$ cat config.mk
export PLATFORM = sky130hd
export DESIGN_NAME = traffic_light_ctrl
export DESIGN_NICKNAME = d
export VERILOG_FILES = /design/src/rtl/traffic_pkg.sv /design/src/rtl/btn_debounce.sv /design/src/rtl/traffic_light_ctrl.sv
export SDC_FILE = /design/constraint.sdc
export NUM_CORES = 1
export LEC_CHECK = 0
export BUFFER_PORTS_ARGS = -buffer_cell sky130_fd_sc_hd__buf_2
export CORE_UTILIZATION = 30
export CTS_CLUSTER_SIZE = 16
export DETAILED_ROUTE_END_ITERATION = 8
export HOLD_SLACK_MARGIN = 0.06
export PLACE_DENSITY = 0.56
export SYNTH_ARGS = -nofsm -noshare
export SYNTH_HDL_FRONTEND = slang
export SYNTH_SLANG_ARGS = --single-unit
$ cat constraint.sdc
create_clock -name clk -period 2.6 [get_ports clk]
set_input_delay 0.13 -clock clk [delete_from_list [all_inputs] [get_ports clk]]
set_output_delay 0.13 -clock clk [all_outputs]
set_load 0.01 [all_outputs]
$ cat src/rtl/traffic_pkg.sv
// Shared types and constants for the traffic-light controller.
package traffic_pkg;

   // Controller phases.
   typedef enum logic [1:0] {
      StAllRed = 2'd0,
      StGreen  = 2'd1,
      StYellow = 2'd2,
      StWalk   = 2'd3
   } state_e;

   // Per-direction lamp encoding, bit order {red, yellow, green}. One-hot,
   // so exactly one lamp is lit per direction.
   typedef logic [2:0] lamp_t;
   localparam lamp_t LampRed    = 3'b100;
   localparam lamp_t LampYellow = 3'b010;
   localparam lamp_t LampGreen  = 3'b001;

   // Bits needed to hold values 0..max_val (at least one bit).
   function automatic int unsigned cnt_width(input int unsigned max_val);
      return (max_val < 1) ? 1 : $clog2(max_val + 1);
   endfunction

endpackage

$ cat src/rtl/btn_debounce.sv
// Button conditioner: 2-flop synchroniser, stable-level debouncer and
// single-cycle pulse on each accepted rising edge.
module btn_debounce
   import traffic_pkg::*;
#(
   parameter int unsigned DEBOUNCE_CYCLES = 1_000_000
) (
   input  logic clk,
   input  logic rst_n,
   input  logic button_i,
   output logic rise_o
);

   localparam int unsigned CntW = cnt_width(DEBOUNCE_CYCLES - 1);
   localparam logic [CntW-1:0] CntLast = CntW'(DEBOUNCE_CYCLES - 1);

   if (DEBOUNCE_CYCLES < 1) begin : g_chk_cycles
      $error("btn_debounce: DEBOUNCE_CYCLES must be at least 1");
   end

   logic            sync1_q, sync2_q;
   logic            level_q, level_d;
   logic            rise_q, rise_d;
   logic [CntW-1:0] cnt_q, cnt_d;

   // Count consecutive cycles where the synchronised input differs from the
   // accepted level; accept the new level once the run reaches its limit.
   always_comb begin
      level_d = level_q;
      cnt_d   = '0;
      if (sync2_q != level_q) begin
         if (cnt_q == CntLast) begin
            level_d = sync2_q;
         end else begin
            cnt_d = cnt_q + CntW'(1);
         end
      end
      rise_d = level_d & ~level_q;
   end

   // Synchroniser, debounce state and registered rising-edge pulse.
   always_ff @(posedge clk or negedge rst_n) begin
      if (!rst_n) begin
         sync1_q <= 1'b0;
         sync2_q <= 1'b0;
         level_q <= 1'b0;
         cnt_q   <= '0;
         rise_q  <= 1'b0;
      end else begin
         sync1_q <= button_i;
         sync2_q <= sync1_q;
         level_q <= level_d;
         cnt_q   <= cnt_d;
         rise_q  <= rise_d;
      end
   end

   assign rise_o = rise_q;

endmodule

$ cat src/rtl/traffic_light_ctrl.sv
// N-direction round-robin traffic-light controller with all-red clearance,
// pedestrian walk phase and early green termination on a pending request.
module traffic_light_ctrl
   import traffic_pkg::*;
#(
   parameter int unsigned NUM_DIRS        = 2,
   parameter int unsigned TICK_DIV        = 100_000_000,
   parameter int unsigned GREEN_TICKS     = 20,
   parameter int unsigned MIN_GREEN_TICKS = 5,
   parameter int unsigned YELLOW_TICKS    = 3,
   parameter int unsigned ALLRED_TICKS    = 1,
   parameter int unsigned WALK_TICKS      = 8,
   parameter int unsigned DEBOUNCE_CYCLES = 1_000_000
) (
   input  logic                        clk,
   input  logic                        rst_n,
   input  logic                        button,
   output logic [NUM_DIRS-1:0]         green,
   output logic [NUM_DIRS-1:0]         yellow,
   output logic [NUM_DIRS-1:0]         red,
   output logic                        walk,
   output logic                        ped_pending,
   output logic [$clog2(NUM_DIRS)-1:0] dir_idx
);

   localparam int unsigned DirW  = $clog2(NUM_DIRS);
   localparam int unsigned PresW = cnt_width(TICK_DIV - 1);
   localparam int unsigned MaxGY = (GREEN_TICKS > YELLOW_TICKS) ? GREEN_TICKS : YELLOW_TICKS;
   localparam int unsigned MaxAW = (ALLRED_TICKS > WALK_TICKS) ? ALLRED_TICKS : WALK_TICKS;
   localparam int unsigned MaxTicks = (MaxGY > MaxAW) ? MaxGY : MaxAW;
   localparam int unsigned ElapW = cnt_width(MaxTicks - 1);

   localparam logic [PresW-1:0] PresLast   = PresW'(TICK_DIV - 1);
   localparam logic [ElapW-1:0] GreenLast  = ElapW'(GREEN_TICKS - 1);
   localparam logic [ElapW-1:0] YellowLast = ElapW'(YELLOW_TICKS - 1);
   localparam logic [ElapW-1:0] AllRedLast = ElapW'(ALLRED_TICKS - 1);
   localparam logic [ElapW-1:0] WalkLast   = ElapW'(WALK_TICKS - 1);
   // elapsed+1 >= MIN_GREEN_TICKS rewritten to avoid a widened add.
   localparam logic [ElapW-1:0] MinGreenLast = ElapW'(MIN_GREEN_TICKS - 1);
   localparam logic [DirW-1:0]  DirLast    = DirW'(NUM_DIRS - 1);

   if (NUM_DIRS < 2 || NUM_DIRS > 8) begin : g_chk_dirs
      $error("traffic_light_ctrl: NUM_DIRS must be in 2..8");
   end
   if (TICK_DIV < 1) begin : g_chk_tick
      $error("traffic_light_ctrl: TICK_DIV must be at least 1");
   end
   if (GREEN_TICKS < 1 || YELLOW_TICKS < 1 || ALLRED_TICKS < 1 || WALK_TICKS < 1)
   begin : g_chk_dur
      $error("traffic_light_ctrl: phase durations must be at least 1");
   end
   if (MIN_GREEN_TICKS < 1 || MIN_GREEN_TICKS > GREEN_TICKS) begin : g_chk_min
      $error("traffic_light_ctrl: MIN_GREEN_TICKS must be in 1..GREEN_TICKS");
   end

   state_e             state_q, state_d;
   logic [DirW-1:0]    dir_q, dir_d;
   logic [PresW-1:0]   presc_q, presc_d;
   logic [ElapW-1:0]   elapsed_q, elapsed_d;
   logic               ped_q, ped_d;
   logic [NUM_DIRS-1:0] green_q, green_d, yellow_q, yellow_d, red_q, red_d;
   logic               walk_q, walk_d;
   logic               tick;
   logic               ped_rise;
   lamp_t              lamp;

   btn_debounce #(
      .DEBOUNCE_CYCLES (DEBOUNCE_CYCLES)
   ) u_btn_debounce (
      .clk      (clk),
      .rst_n    (rst_n),
      .button_i (button),
      .rise_o   (ped_rise)
   );

   assign tick = (presc_q == PresLast);

   // Next state, tick/elapsed counters, request latch and registered lamps.
   always_comb begin
      state_d   = state_q;
      dir_d     = dir_q;
      presc_d   = tick ? '0 : presc_q + PresW'(1);
      elapsed_d = elapsed_q;
      ped_d     = ped_q;
      lamp      = LampRed;

      if (tick) begin
         elapsed_d = elapsed_q + ElapW'(1);
         unique case (state_q)
            StAllRed: begin
               if (elapsed_q == AllRedLast) state_d = ped_q ? StWalk : StGreen;
            end
            StGreen: begin
               if (elapsed_q == GreenLast || (ped_q && elapsed_q >= MinGreenLast)) begin
                  state_d = StYellow;
               end
            end
            StYellow: begin
               if (elapsed_q == YellowLast) begin
                  state_d = StAllRed;
                  dir_d   = (dir_q == DirLast) ? '0 : dir_q + DirW'(1);
               end
            end
            StWalk: begin
               if (elapsed_q == WalkLast) state_d = StAllRed;
            end
            default: state_d = StAllRed;
         endcase
      end

      // Every phase starts with fresh counters.
      if (state_d != state_q) begin
         presc_d   = '0;
         elapsed_d = '0;
      end

      // Requests arriving during WALK are dropped; clearing beats setting.
      if (ped_rise && state_q != StWalk) ped_d = 1'b1;
      if (state_d == StWalk && state_q != StWalk) ped_d = 1'b0;

      green_d  = '0;
      yellow_d = '0;
      red_d    = '0;
      for (int unsigned d = 0; d < NUM_DIRS; d++) begin
         lamp = LampRed;
         if (DirW'(d) == dir_d) begin
            if (state_d == StGreen) lamp = LampGreen;
            else if (state_d == StYellow) lamp = LampYellow;
         end
         red_d[d]    = lamp[2];
         yellow_d[d] = lamp[1];
         green_d[d]  = lamp[0];
      end
      walk_d = (state_d == StWalk);
   end

   // State, counters and outputs all update on the same edge.
   always_ff @(posedge clk or negedge rst_n) begin
      if (!rst_n) begin
         state_q   <= StAllRed;
         dir_q     <= '0;
         presc_q   <= '0;
         elapsed_q <= '0;
         ped_q     <= 1'b0;
         green_q   <= '0;
         yellow_q  <= '0;
         red_q     <= '1;
         walk_q    <= 1'b0;
      end else begin
         state_q   <= state_d;
         dir_q     <= dir_d;
         presc_q   <= presc_d;
         elapsed_q <= elapsed_d;
         ped_q     <= ped_d;
         green_q   <= green_d;
         yellow_q  <= yellow_d;
         red_q     <= red_d;
         walk_q    <= walk_d;
      end
   end

   assign green       = green_q;
   assign yellow      = yellow_q;
   assign red         = red_q;
   assign walk        = walk_q;
   assign ped_pending = ped_q;
   assign dir_idx     = dir_q;

endmodule

### Word-level counts from Yosys, hierarchy flattened

Index checks and enable logic that the tools add are counted.

| operators by class | value |
|---|---|
| $add $sub $neg | 4 |
| $mul | 0 |
| divide/modulo/power cells | 0 |
| magnitude comparators | 1 |
| eq/ne operators | 14 |
| shift-type cells | 0 |
| mux-type cells | 25 |
| bitwise operators | 2 |
| reductions and logical operators | 8 |

Operator list:

| operator | count |
|---|---|
| $mux 27 | 2 |
| $mux 20 | 2 |
| $add 27x1->27 const B | 1 |
| $eq 27x27->1 const B | 1 |
| $add 20x1->20 const B | 1 |
| $eq 20x20->1 const B | 1 |
| $mux 2 | 6 |
| $mux 3 | 4 |
| $mux 5 | 2 |
| $eq 2x2->1 const B | 4 |
| $mux 1 | 8 |
| $pmux 2 s4 | 1 |
| $add 5x1->5 const B | 1 |
| $eq 5x2->1 const B | 1 |
| $eq 5x3->1 const B | 1 |
| $eq 5x5->1 const B | 1 |
| $ge 5x3->1 const B | 1 |
| $logic_not 5->1 | 1 |
| $eq 2x1->1 const B | 2 |
| $reduce_bool 2->1 | 2 |
| $logic_and 1x1->1 | 3 |
| $logic_not 2->1 | 1 |
| $ne 2x2->1 | 1 |
| $ne 2x2->1 const B | 1 |
| 5 further kinds | 5 |

| storage, ports and cells | value |
|---|---|
| flip-flop bits (word level) | 67 |
| latch bits | 0 |
| bits in writable memories | 0 |
| ROM bits | 0 |
| input bits | 3 |
| memories kept | 0 |

### Logic depth before layout (Yosys ltp)

Gate-level depths: netlist of run 1.

| depth | value |
|---|---|
| depth after elaboration | 10 |
| gate-level depth with buffers | 9 |

### Hierarchy

From an unflattened synthesis of run 1, not the netlist that was laid out.

| unflattened totals | value |
|---|---|
| cells, all modules | 326 |
| area total of the unflattened synthesis | 3383.2 sq um |

By module, submodules not included:

| module | times used | cells each | area an instance (sq um) | seq. area each (sq um) |
|---|---|---|---|---|
| traffic_light_ctrl | 1 | 210 | 2247.2 | 1078.5 |
| btn_debounce | 1 | 116 | 1136.1 | 600.6 |

### Worst setup path before layout of run 1

No wires, ideal clock.

| timing path | value |
|---|---|
| path kind | flip-flop to flip-flop |
| from | reg presc_q[9] |
| to | reg red_q[1] (netlist: red[1]) |
| library setup time | 0.082 ns |
| arrival time | 2.457 ns |
| required time | 2.518 ns |
| path slack | 0.061 ns |
| stages on the path, launching flop included | 8 |
| period minus slack after synthesis | 2.539 ns |
| cell sequence | dfrtp_1 > or4b_4 > or3_4 > or3_4 > o21ai_0 > nand2_1 > ha_1 > or2_1 |

| on the way | value |
|---|---|
| longest elaborated chain between the ends | 6 |
| elaborated cells on any way between the ends | 8 |
| those cells by class | eq/ne (3); mux (5) |

Ends and longest elaborated chain:

| element | line | source |
|---|---|---|
| start: declaration | traffic_light_ctrl.sv:58 | `logic [PresW-1:0] presc_q, presc_d;` |
| start signal: assignment | traffic_light_ctrl.sv:152 | `presc_q <= presc_d;` |
| $eq 27x27->1 * | traffic_light_ctrl.sv:76 | `assign tick = (presc_q == PresLast);` |
| $mux 2 * | traffic_light_ctrl.sv:87 | `if (tick) begin` |
| net state_d[0] | traffic_light_ctrl.sv:56 | `state_e state_q, state_d;` |
| $eq 2x2->1 | traffic_light_ctrl.sv:128 | `else if (state_d == StYellow) lamp = LampYellow;` |
| $mux 3 | traffic_light_ctrl.sv:128 |  |
| $mux 3 * | traffic_light_ctrl.sv:127 | `if (state_d == StGreen) lamp = LampGreen;` |
| $mux 3 * | traffic_light_ctrl.sv:126 | `if (DirW'(d) == dir_d) begin` |
| net lamp[2] | traffic_light_ctrl.sv:65 | `lamp_t lamp;` |
| end signal: assignment | traffic_light_ctrl.sv:157 | `red_q <= red_d;` |
| end: declaration | traffic_light_ctrl.sv:61 | `logic [NUM_DIRS-1:0] green_q, green_d, yellow_q, yellow_d, red_q, red_d;` |

The timed path passes the listed nets; every way through them passes the cells marked *.
A chain may end at the register's enable or synchronous reset.

### Worst setup path in the final report of run 1

| timing path | value |
|---|---|
| from | reg presc_q[11] |
| to | reg red_q[1] (netlist: red[1]) |

The elaborated chain is that of the path after synthesis.

==> impl_metrics.toml, run 1 <==
[run_status]
outcome = "finished clean"

[critical_path]
critPathMaxFanout = 3
reg2reg_depth = 7
startpoint_type = "flop"
crit_path_max_incr_delay_ps = 540
critPathArrivalTime_ps = 2770
crit_type = "reg -> reg"
cp-end-kind = "flop"
worst_path_max_delay_cell = "or4b_4"
crit_required_ps = 2870
crit_chain = "or4b_4 > or3_4 > or3_4 > or2_1 > nand2_1 > ha_1 > or2_1"

[pwr]
ir_worst_vdd_mv = 0.2868
pwr-share-clk_pct = 45.5
p_sw_share_pct = 24.22
combPwrFrac_pct = 1.9
switching_power_uw = 484.3
p_leak_uw = 0.001671
p_int_uw = 1515
power_density_nw_per_um2 = 527.0
p_seq_share_pct = 52.5

[synthesis]
synth-edff-count = 0
synthCells = 314
synth_area_leader_cell = "dfrtp_1"
ys_seq_area_share_pct = 51.85
syn-num-nets = 324
synth_top_area_share_pct = 50.23
synthArstFlopShare_pct = 100.0
syn_area_sq_um = 3238
ys.flop_type = "dfrtp_1"
ys_seq_elements = 67
synth_area_leaders = "dfrtp_1 50%, xnor2_1 5.7%, xor2_1 5.4%"
avgSynthCellArea_sq_um = 10.31
synth_cell_types = 49
yosys_warnings = 0

[placed_design]
io_buffers = 11
hpwl_microns = 4487
place_congestion = 0.7959

[grt]
grt_max_degree = 29
track_usage_pct = 12.21
grt_pass1_wl_microns = 10700
grt_pass1_vias = 2307
grt_remaining_overflow = 0
antenna_found_initial = 0

[clock_network]
cts_setup_buffers = 0
insertion_delay_ps = 350
cts_made_buffers = 9
clockRootBuffer = "clkbuf_8"
clkSlewWorstSetupHoldPaths_ps = 90
cts.path.max_buffers = 2
htree_levels = 3
cts_num_sinks = 67
tritoncts = "yes"

[routing]
wl_met1_microns = 2995
top_layer = "met4"
drt_iter0_markers = 132
drtPass1Iterations = 6
drtAntennaViolNets = 0
vias = 2350
wl_per_cell_microns = 12.69
drc = 0
dr_wl_met3_microns = 178
dr_wl_met2_microns = 2996
finalWirelength_microns = 6218
viasPerCell = 4.796

[final_layout]
drive_above_1_share_pct = 16.67
multi_input_area_sq_um = 1495
num_antenna_cells = 0
area_delta_synth_final_pct = 17.19
finalCoreUtilization_pct = 36.43
fillers = 1061
layout.nets = 359
regArea_sq_um = 1679

[timing]
final.setup.tns_ps = 0
slew_headroom_pct = 57.01
skew_ps = 13.50
grt_setup_unrepaired = "no"
max_freq_mhz = 400.3
timing.final.crit_share_pct = 96.08
hold_viol = 0
fin_crit_ps = 2498
setup_viol = 0
tightest_slew_ps = 643.2
slew_violations = 0

[floorplanning]
fp.dieW_microns = 105.9
rows = 37
ios = 12
die_h_microns = 105.9
initial_core_util_pct = 31.09
die_area_sq_um = 11210
core_area_sq_um = 10420

[hold_path]
hold_class = "in -> async"

[job]
drv_cap = 0
[registers in the layout (all words and copies together), names as in the netlist]
register / flops
presc_q: 27
u_btn_debounce.level_q: 1
state_q: 2
elapsed_q: 5
u_btn_debounce.rise_o: 1
ped_pending: 1
u_btn_debounce.cnt_q: 20
dir_idx: 1
u_btn_debounce.sync1_q: 1
yellow: 2
green: 2
red: 2
walk: 1
u_btn_debounce.sync2_q: 1
[per-layer routing]
metal	up-vias	global-route usage, %
li1	1170	-
met1	1145	15.94
met2	26	19.00
met3	9	4.169
met4	0	3.869
met5	-	0
[power groups by stage]
stage	registers [uW]	clock network, uW	logic, uW
final	1050	911	38.9
after global routing	1050	987	46.7
after CTS	1050	945	41.4
after detailed placement	1070	0	38.7
after global placement	1070	0	37.8
after floorplan	1070	0	10.6
[synth_stat cells, types with 2 or more instances]
| cell | n |
|---|---|
| a31o_2 | 2 |
| nand4_1 | 17 |
| and2_1 | 7 |
| and4_1 | 3 |
| ha_1 | 7 |
| clkbuf_1 | 5 |
| inv_1 | 13 |
| nor2b_1 | 3 |
| xor2_1 | 20 |
| nand2_1 | 15 |
| nor4b_1 | 2 |
| mux2_2 | 2 |
| nor3_1 | 7 |
| dfrtp_1 | 65 |
| or2_1 | 2 |
| a21o_1 | 2 |
| nor4_1 | 7 |
| nand3_1 | 21 |
| or3_4 | 2 |
| and3_1 | 7 |
| o21ai_0 | 10 |
| nand4b_1 | 2 |
| dfstp_2 | 2 |
| xnor2_1 | 21 |
| nor2_1 | 43 |
| a21oi_1 | 4 |
[cells in the final DEF, fill, tap and decap left out, types with 3 or more instances in the layout]
master / n
dfrtp_1: 65
nor2_1: 43
nand3_1: 21
xnor2_1: 21
xor2_1: 20
nand4_1: 17
buf_4: 16
nand2_1: 15
inv_1: 13
buf_2: 11
o21ai_0: 9
clkbuf_8: 9
nor3_1: 7
and2_1: 7
and3_1: 7
nor4_1: 7
ha_1: 7
a21oi_1: 4
and4_1: 3
nor2b_1: 3
inv_6: 3
[worst paths after layout]
| kind | startpoint | slack (ps) | endpoint |
|---|---|---|---|
| setup reg to reg | presc_q[11] | 100 | red[1] |
| hold reg to reg | u_btn_debounce.sync1_q | 340 | u_btn_debounce.sync2_q |
| hold / removal | rst_n | 280 | u_btn_debounce.cnt_q[3] |
| min in group clk | u_btn_debounce.sync1_q | 340 | u_btn_debounce.sync2_q |
| setup / recovery | presc_q[11] | 100 | red[1] |
| max in group asynchronous | rst_n | 1560 | presc_q[1] |
[area by class of cell]
type	instances	share of cell area, %
tap	136	4.484
clock buffer	9	3.264
timing repair buffer	29	5.143
multi-input combinational	229	39.40
clock inverter	7	2.176
sequential	67	44.25
inverter	13	1.286
[cells by family after synthesis]
kind of cell | Yosys count | share of synthesized area, %
xor gates and xnor gates | 41 | 11.09
buffers and inverters | 18 | 2.087
DFF | 67 | 51.85
AOI/OAI and AO/OA | 29 | 6.029
muxes | 2 | 0.6955
and+or+nand+nor | 150 | 25.54
adders and majority gates | 7 | 2.705
[through the flow]
stage	hold slack [ps]	power, uW	setup WS [ps]	cells	area, sq um
floorplan	-165.6	1081	61.17	314	3238
global placement	132.6	1108	86.25	472	3565
detailed placement	137.4	1110	11.32	472	3565
CTS	283.1	2036	11.58	490	3791
global route	305.5	2085	5.357	490	3795
finish	277.5	2000	101.9	490	3795
[critical path, delay by kind of cell, from the launching register on]
family | cells | cell delay, ps
simple gates | 6 | 1820
fa+ha+maj | 1 | 230
flops | 1 | 380
[timing repair]
action                                  4_1_cts  5_1_grt
endpoints found under the setup margin        0        2
resized for setup                             0        2
hold buffers                                  2        0
hold endpoints to repair                     19        0
No activity file was read; power rests on OpenSTA's default activity.
==> run 2: changes to the inputs <==
ABC_AREA = 1   (was default)
CAP_MARGIN = 10   (was default)
HOLD_SLACK_MARGIN = default   (was 0.06)
==> impl_metrics.toml, run 2 <==
[synthesis]
avgSynthCellArea_sq_um = 8.005
yosys_warnings = 0
synth-edff-count = 0
ys.flop_type = "dfrtp_1"
synthCells = 457
ys_seq_area_share_pct = 45.90
synthArstFlopShare_pct = 100.0
synth_most_common_cell = "nand2_1"
synth_cell_types = 30
synth_top_area_share_pct = 44.46
ys_seq_elements = 67
synth_area_leaders = "dfrtp_1 44%, nand2_1 10%, nor2_1 8.6%"
syn_area_sq_um = 3659
netlist_top_cells_count = "98 x nand2_1, 84 x nor2_1, 65 x dfrtp_1"
syn-num-nets = 467
synth_area_leader_cell = "dfrtp_1"

[placed_design]
place_congestion = 0.8523
hpwl_microns = 5472
io_buffers = 11

[clock_network]
cts.path.max_buffers = 2
cts_made_buffers = 9
cts_resized = 0
insertion_delay_ps = 330
clockRootBuffer = "clkbuf_16"
cts_num_sinks = 67
clkSlewWorstSetupHoldPaths_ps = 60
tritoncts = "yes"
htree_levels = 3

[grt]
grt_max_degree = 37
grt_pass1_vias = 2833
grt_pass1_wl_microns = 13260
grt_remaining_overflow = 0
antenna_found_initial = 0
track_usage_pct = 13.25

[timing]
grt_setup_unrepaired = "no"
slew_violations = 0
tightest_slew_ps = 778.1
timing.final.crit_share_pct = 76.59
skew_ps = 6.200
max_freq_mhz = 502.2
setup_viol = 0
fin_crit_ps = 1991
slew_headroom_pct = 48.13
hold_viol = 0
final.setup.tns_ps = 0

[critical_path]
crit_type = "reg -> reg"
crit_required_ps = 2850
r2r_end = "red[0]"
critPathArrivalTime_ps = 2240
crit_path_end = "red[0]"
crit-reg2reg-launch = "presc_q[0]"
critPathMaxFanout = 10
reg2reg_depth = 12
critical_path.startpoint = "presc_q[0]"
startpoint_type = "flop"
cp-end-kind = "flop"
rrSetupSlack_ps = 610

[floorplanning]
initial_core_util_pct = 31.37
rows = 39
fp.dieW_microns = 112.4
die_area_sq_um = 12640
core_area_sq_um = 11660
ios = 12
die_h_microns = 112.4

[final_layout]
layout.nets = 491
largest-register = "presc_q"
largest_reg_flops = 27
drive_above_1_share_pct = 11.73
final_common_cell = "nand2_1"
num_antenna_cells = 0
area_delta_synth_final_pct = 15.60
mostFrequentLayoutCells = "98 x nand2_1, 84 x nor2_1, 65 x dfrtp_1"
fillers = 1185
finalCoreUtilization_pct = 36.26
reg.largest.list = "presc_q x27, u_btn_debounce.cnt_q x20, elapsed_q x5"

[pwr]
power_density_nw_per_um2 = 547.0
power_uw = 2313
ir_worst_vdd_mv = 0.2754
p_leak_uw = 0.002005

[routing]
top_layer = "met4"
drc = 0
wl_met1_microns = 3675
dr_wl_met3_microns = 250
vias = 2824
drtAntennaViolNets = 0
drtPass1Iterations = 4
finalWirelength_microns = 7347
viasPerCell = 4.490
drt_iter0_markers = 152
wl_per_cell_microns = 11.68
dr_wl_met2_microns = 3342

[job]
drv_cap = 0

[run_status]
outcome = "finished clean"

[hold_path]
hold_class = "reg -> reg"
[run 2: metal layers]
| layer | track usage, % | vias up |
|---|---|---|
| met1 | 17.58 | 1325 |
| met5 | 0 | - |
| met2 | 21.16 | 30 |
| li1 | - | 1461 |
| met4 | 4.000 | 0 |
| met3 | 3.564 | 8 |
[run 2: worst max-delay path, stage by stage (launching register included)]
cell and delay (ps):
dfrtp_1 380, ha_1 230, nand3_2 150, nor2_4 200, nand2_2 110, nor2_8 190, inv_2 70, nand2_1 70
nand2_2 90, inv_1 60, ha_1 220, inv_1 70, nand2_1 60
[run 2: per-stage QoR]
stage          setup slack [ps]  hold slack (ps)  cells  cell area, sq um
5_1_grt                   434.7            354.0    629              4229
6_report                  608.6            352.4    629              4229
2_1_floorplan             785.6           -165.6    457              3659
3_3_place_gp              681.9            237.9    611              3913
4_1_cts                   602.7            352.7    629              4229
3_5_place_dp              616.8            242.3    611              3913
[run 2: cell families after synthesis]
| logic type | after synthesis | share of synthesized area, % |
|---|---|---|
| AO/OA/AOI/OAI | 9 | 1.299 |
| adder cells (fa/ha/maj) | 7 | 2.394 |
| AND/OR/NAND/NOR | 268 | 34.30 |
| XOR/XNOR | 36 | 8.824 |
| buffers and inverters | 70 | 7.284 |
| flip-flops | 67 | 45.90 |
[run 2: how the worst min path moves through the flow]
stage          depth (start not counted)                   start  slack [ps]                     end
3_3_place_gp                           1                   rst_n         240             presc_q[19]
6_report                               0  u_btn_debounce.sync1_q         350  u_btn_debounce.sync2_q
3_5_place_dp                           1                  button         240  u_btn_debounce.sync1_q
2_1_floorplan                          0                   rst_n        -170                 dir_idx
5_1_grt                                0  u_btn_debounce.sync1_q         350  u_btn_debounce.sync2_q
4_1_cts                                0  u_btn_debounce.sync1_q         350  u_btn_debounce.sync2_q
[run 2: layout make-up]
| class | instances | area [sq um] | area share (%) |
|---|---|---|---|
| clock inverters | 4 | 50.05 | 1.183 |
| clock buffers | 12 | 246.5 | 5.828 |
| inverters | 67 | 251.5 | 5.947 |
| flip-flops and latches | 67 | 1679 | 39.70 |
| multi-input cells | 320 | 1713 | 40.50 |
| repair buffers | 16 | 110.1 | 2.604 |
| well taps | 143 | 178.9 | 4.231 |
[run 2: timing repair]
item | in CTS | in global routing
hold endpoints to repair | 30 | 0
hold buffers | 2 | 0
buffers inserted | 0 | 0
setup endpoints to repair | 0 | 0
[run 2: power breakdown]
part / leakage (uW) / switching (uW) / total, uW / internal [uW]
clock network: 0.000139 / 449 / 1220 / 767
registers: 0.000908 / 4.60 / 1050 / 1050
logic: 0.000958 / 31.9 / 44.2 / 12.3
total: 0.00201 / 485 / 2310 / 1830
==> run 3: changes to the inputs <==
PLACE_DENSITY = 0.54   (was 0.56)
clock period = 1.9 ns   (was 2.6 ns; I/O delays follow)
==> impl_metrics.toml, run 3 (synthesis gave the netlist of run 2 again) <==
[routing]
drt_iter0_markers = 116
finalWirelength_microns = 7650
wl_per_cell_microns = 11.88
drtPass1Iterations = 4
drtAntennaViolNets = 0
viasPerCell = 4.494
drc = 0
vias = 2894

[floorplanning]
die_h_microns = 112.4
ios = 12
die_area_sq_um = 12640
core_area_sq_um = 11660
initial_core_util_pct = 31.37
rows = 39
fp.dieW_microns = 112.4

[final_layout]
finalInstanceArea_sq_um = 4392
layout.nets = 506
fillers = 1226
reg.largest.list = "presc_q x27, u_btn_debounce.cnt_q x20, elapsed_q x5"
mostFrequentLayoutCells = "97 x nand2_1, 83 x nor2_1, 64 x dfrtp_1"
area_delta_synth_final_pct = 20.04
largest-register = "presc_q"
drive_above_1_share_pct = 15.77
largest_reg_flops = 27
final_common_cell = "nand2_1"
num_antenna_cells = 0

[timing]
skew_ps = 4.834
slew_headroom_pct = 62.93
setup_viol = 0
max_freq_mhz = 577.5
fin_crit_ps = 1732
tightest_slew_ps = 556.1
holdWs_ps = 289.5
timing.final.crit_share_pct = 91.14
final.setup.tns_ps = 0
hold_viol = 0
slew_violations = 0

[pwr]
power_density_nw_per_um2 = 731.0
power_uw = 3210
ir_worst_vdd_mv = 0.4404
p_leak_uw = 0.002093

[critical_path]
worst_path_max_delay_cell = "dfrtp_1"
crit_top_cell = "nor2_4"
startpoint_type = "flop"
crit_path_max_incr_delay_ps = 360
crit_chain = "ha_2 > nand3_4 > nor2_4 > nand2_1 > nor2_4 > buf_4 > nand3_1 > nand2_2 > nor2_1"
crit_type = "reg -> reg"
critPathArrivalTime_ps = 1950
critPathMaxFanout = 17
crit_required_ps = 2120
worst-path-buf-inv = 1
critical-path-top-delay-family = "simple AND/OR/NAND/NOR gates"
cp-end-kind = "flop"

[clock_network]
cts_made_buffers = 9
tritoncts = "yes"
clkSlewWorstSetupHoldPaths_ps = 60
htree_levels = 3
cts_num_sinks = 67
clockRootBuffer = "clkbuf_16"
insertion_delay_ps = 330
cts.path.max_buffers = 2

[placed_design]
placed_cell_area_sq_um = 4010
place_congestion = 0.8553
hpwl_microns = 5824
io_buffers = 11

[grt]
antenna_found_initial = 0
grt_remaining_overflow = 0
grt_pass1_wl_microns = 13490
grt_max_degree = 45
grt_pass1_vias = 2938
track_usage_pct = 13.62

[hold_path]
hold_class = "in -> async"

[job]
drv_cap = 0

[run_status]
outcome = "finished clean"
[run 3: path summary, 6_finish.rpt]
kind	cells after the start	to	slack (ps)	from
max in group asynchronous	3	u_btn_debounce.cnt_q[14]	1000	rst_n
min in group clk	0	u_btn_debounce.sync2_q	360	u_btn_debounce.sync1_q
worst max register to register	9	elapsed_q[0]	170	presc_q[1]
worst min-delay path	2	presc_q[22]	290	rst_n
worst max-delay path	9	elapsed_q[0]	170	presc_q[1]
worst min register to register	0	u_btn_debounce.sync2_q	360	u_btn_debounce.sync1_q
[run 3: routing by layer]
layer / track usage (%) / part of all wire (%)
met5: 0 / 0
met4: 3.911 / 0.39
met3: 4.266 / 2.7
met2: 22.15 / 48
met1: 17.42 / 49
[run 3: area by class of cell]
cell class | count | area [sq um] | area share, %
inverter | 67 | 251.5 | 5.726
sequential | 67 | 1680 | 38.26
tap | 143 | 178.9 | 4.074
clock buffer | 10 | 239.0 | 5.442
multi-input combinational | 320 | 1747 | 39.77
clock inverter | 6 | 72.57 | 1.652
timing repair buffer | 31 | 222.7 | 5.071
[run 3: worst register-to-register path: cells and delay by family, from the launching register on]
kind / cells / cell delay (ps)
and+or+nand+nor: 7 / 790
adders and majority gates: 1 / 210
DFF: 1 / 360
buffers and inverters: 1 / 250
[run 3: repair_timing]
action                                  in CTS  in global routing
hold buffers                                 2                  0
resized for setup                            0                  9
buffers inserted                             0                  2
endpoints found under the hold margin       22                  0
endpoints found under the setup margin       0                 10
[run 3: power breakdown]
part	leakage [uW]	total, uW	switching, uW	internal, uW
sequential	0.000906	1440	6.30	1430
combinational	0.00104	60.9	42.6	18.2
clock	0.000150	1710	644	1060
total	0.00209	3210	693	2520
[run 3: through the flow]
stage | worst slack [ps] | cells | util [%]
floorplan | 85.57 | 457 | -
global placement | 130.8 | 624 | 34.38
detailed placement | 110.2 | 624 | 34.38
CTS | 96.99 | 642 | 37.23
global route | -6.954 | 644 | 37.66
finish | 168.3 | 644 | 37.66
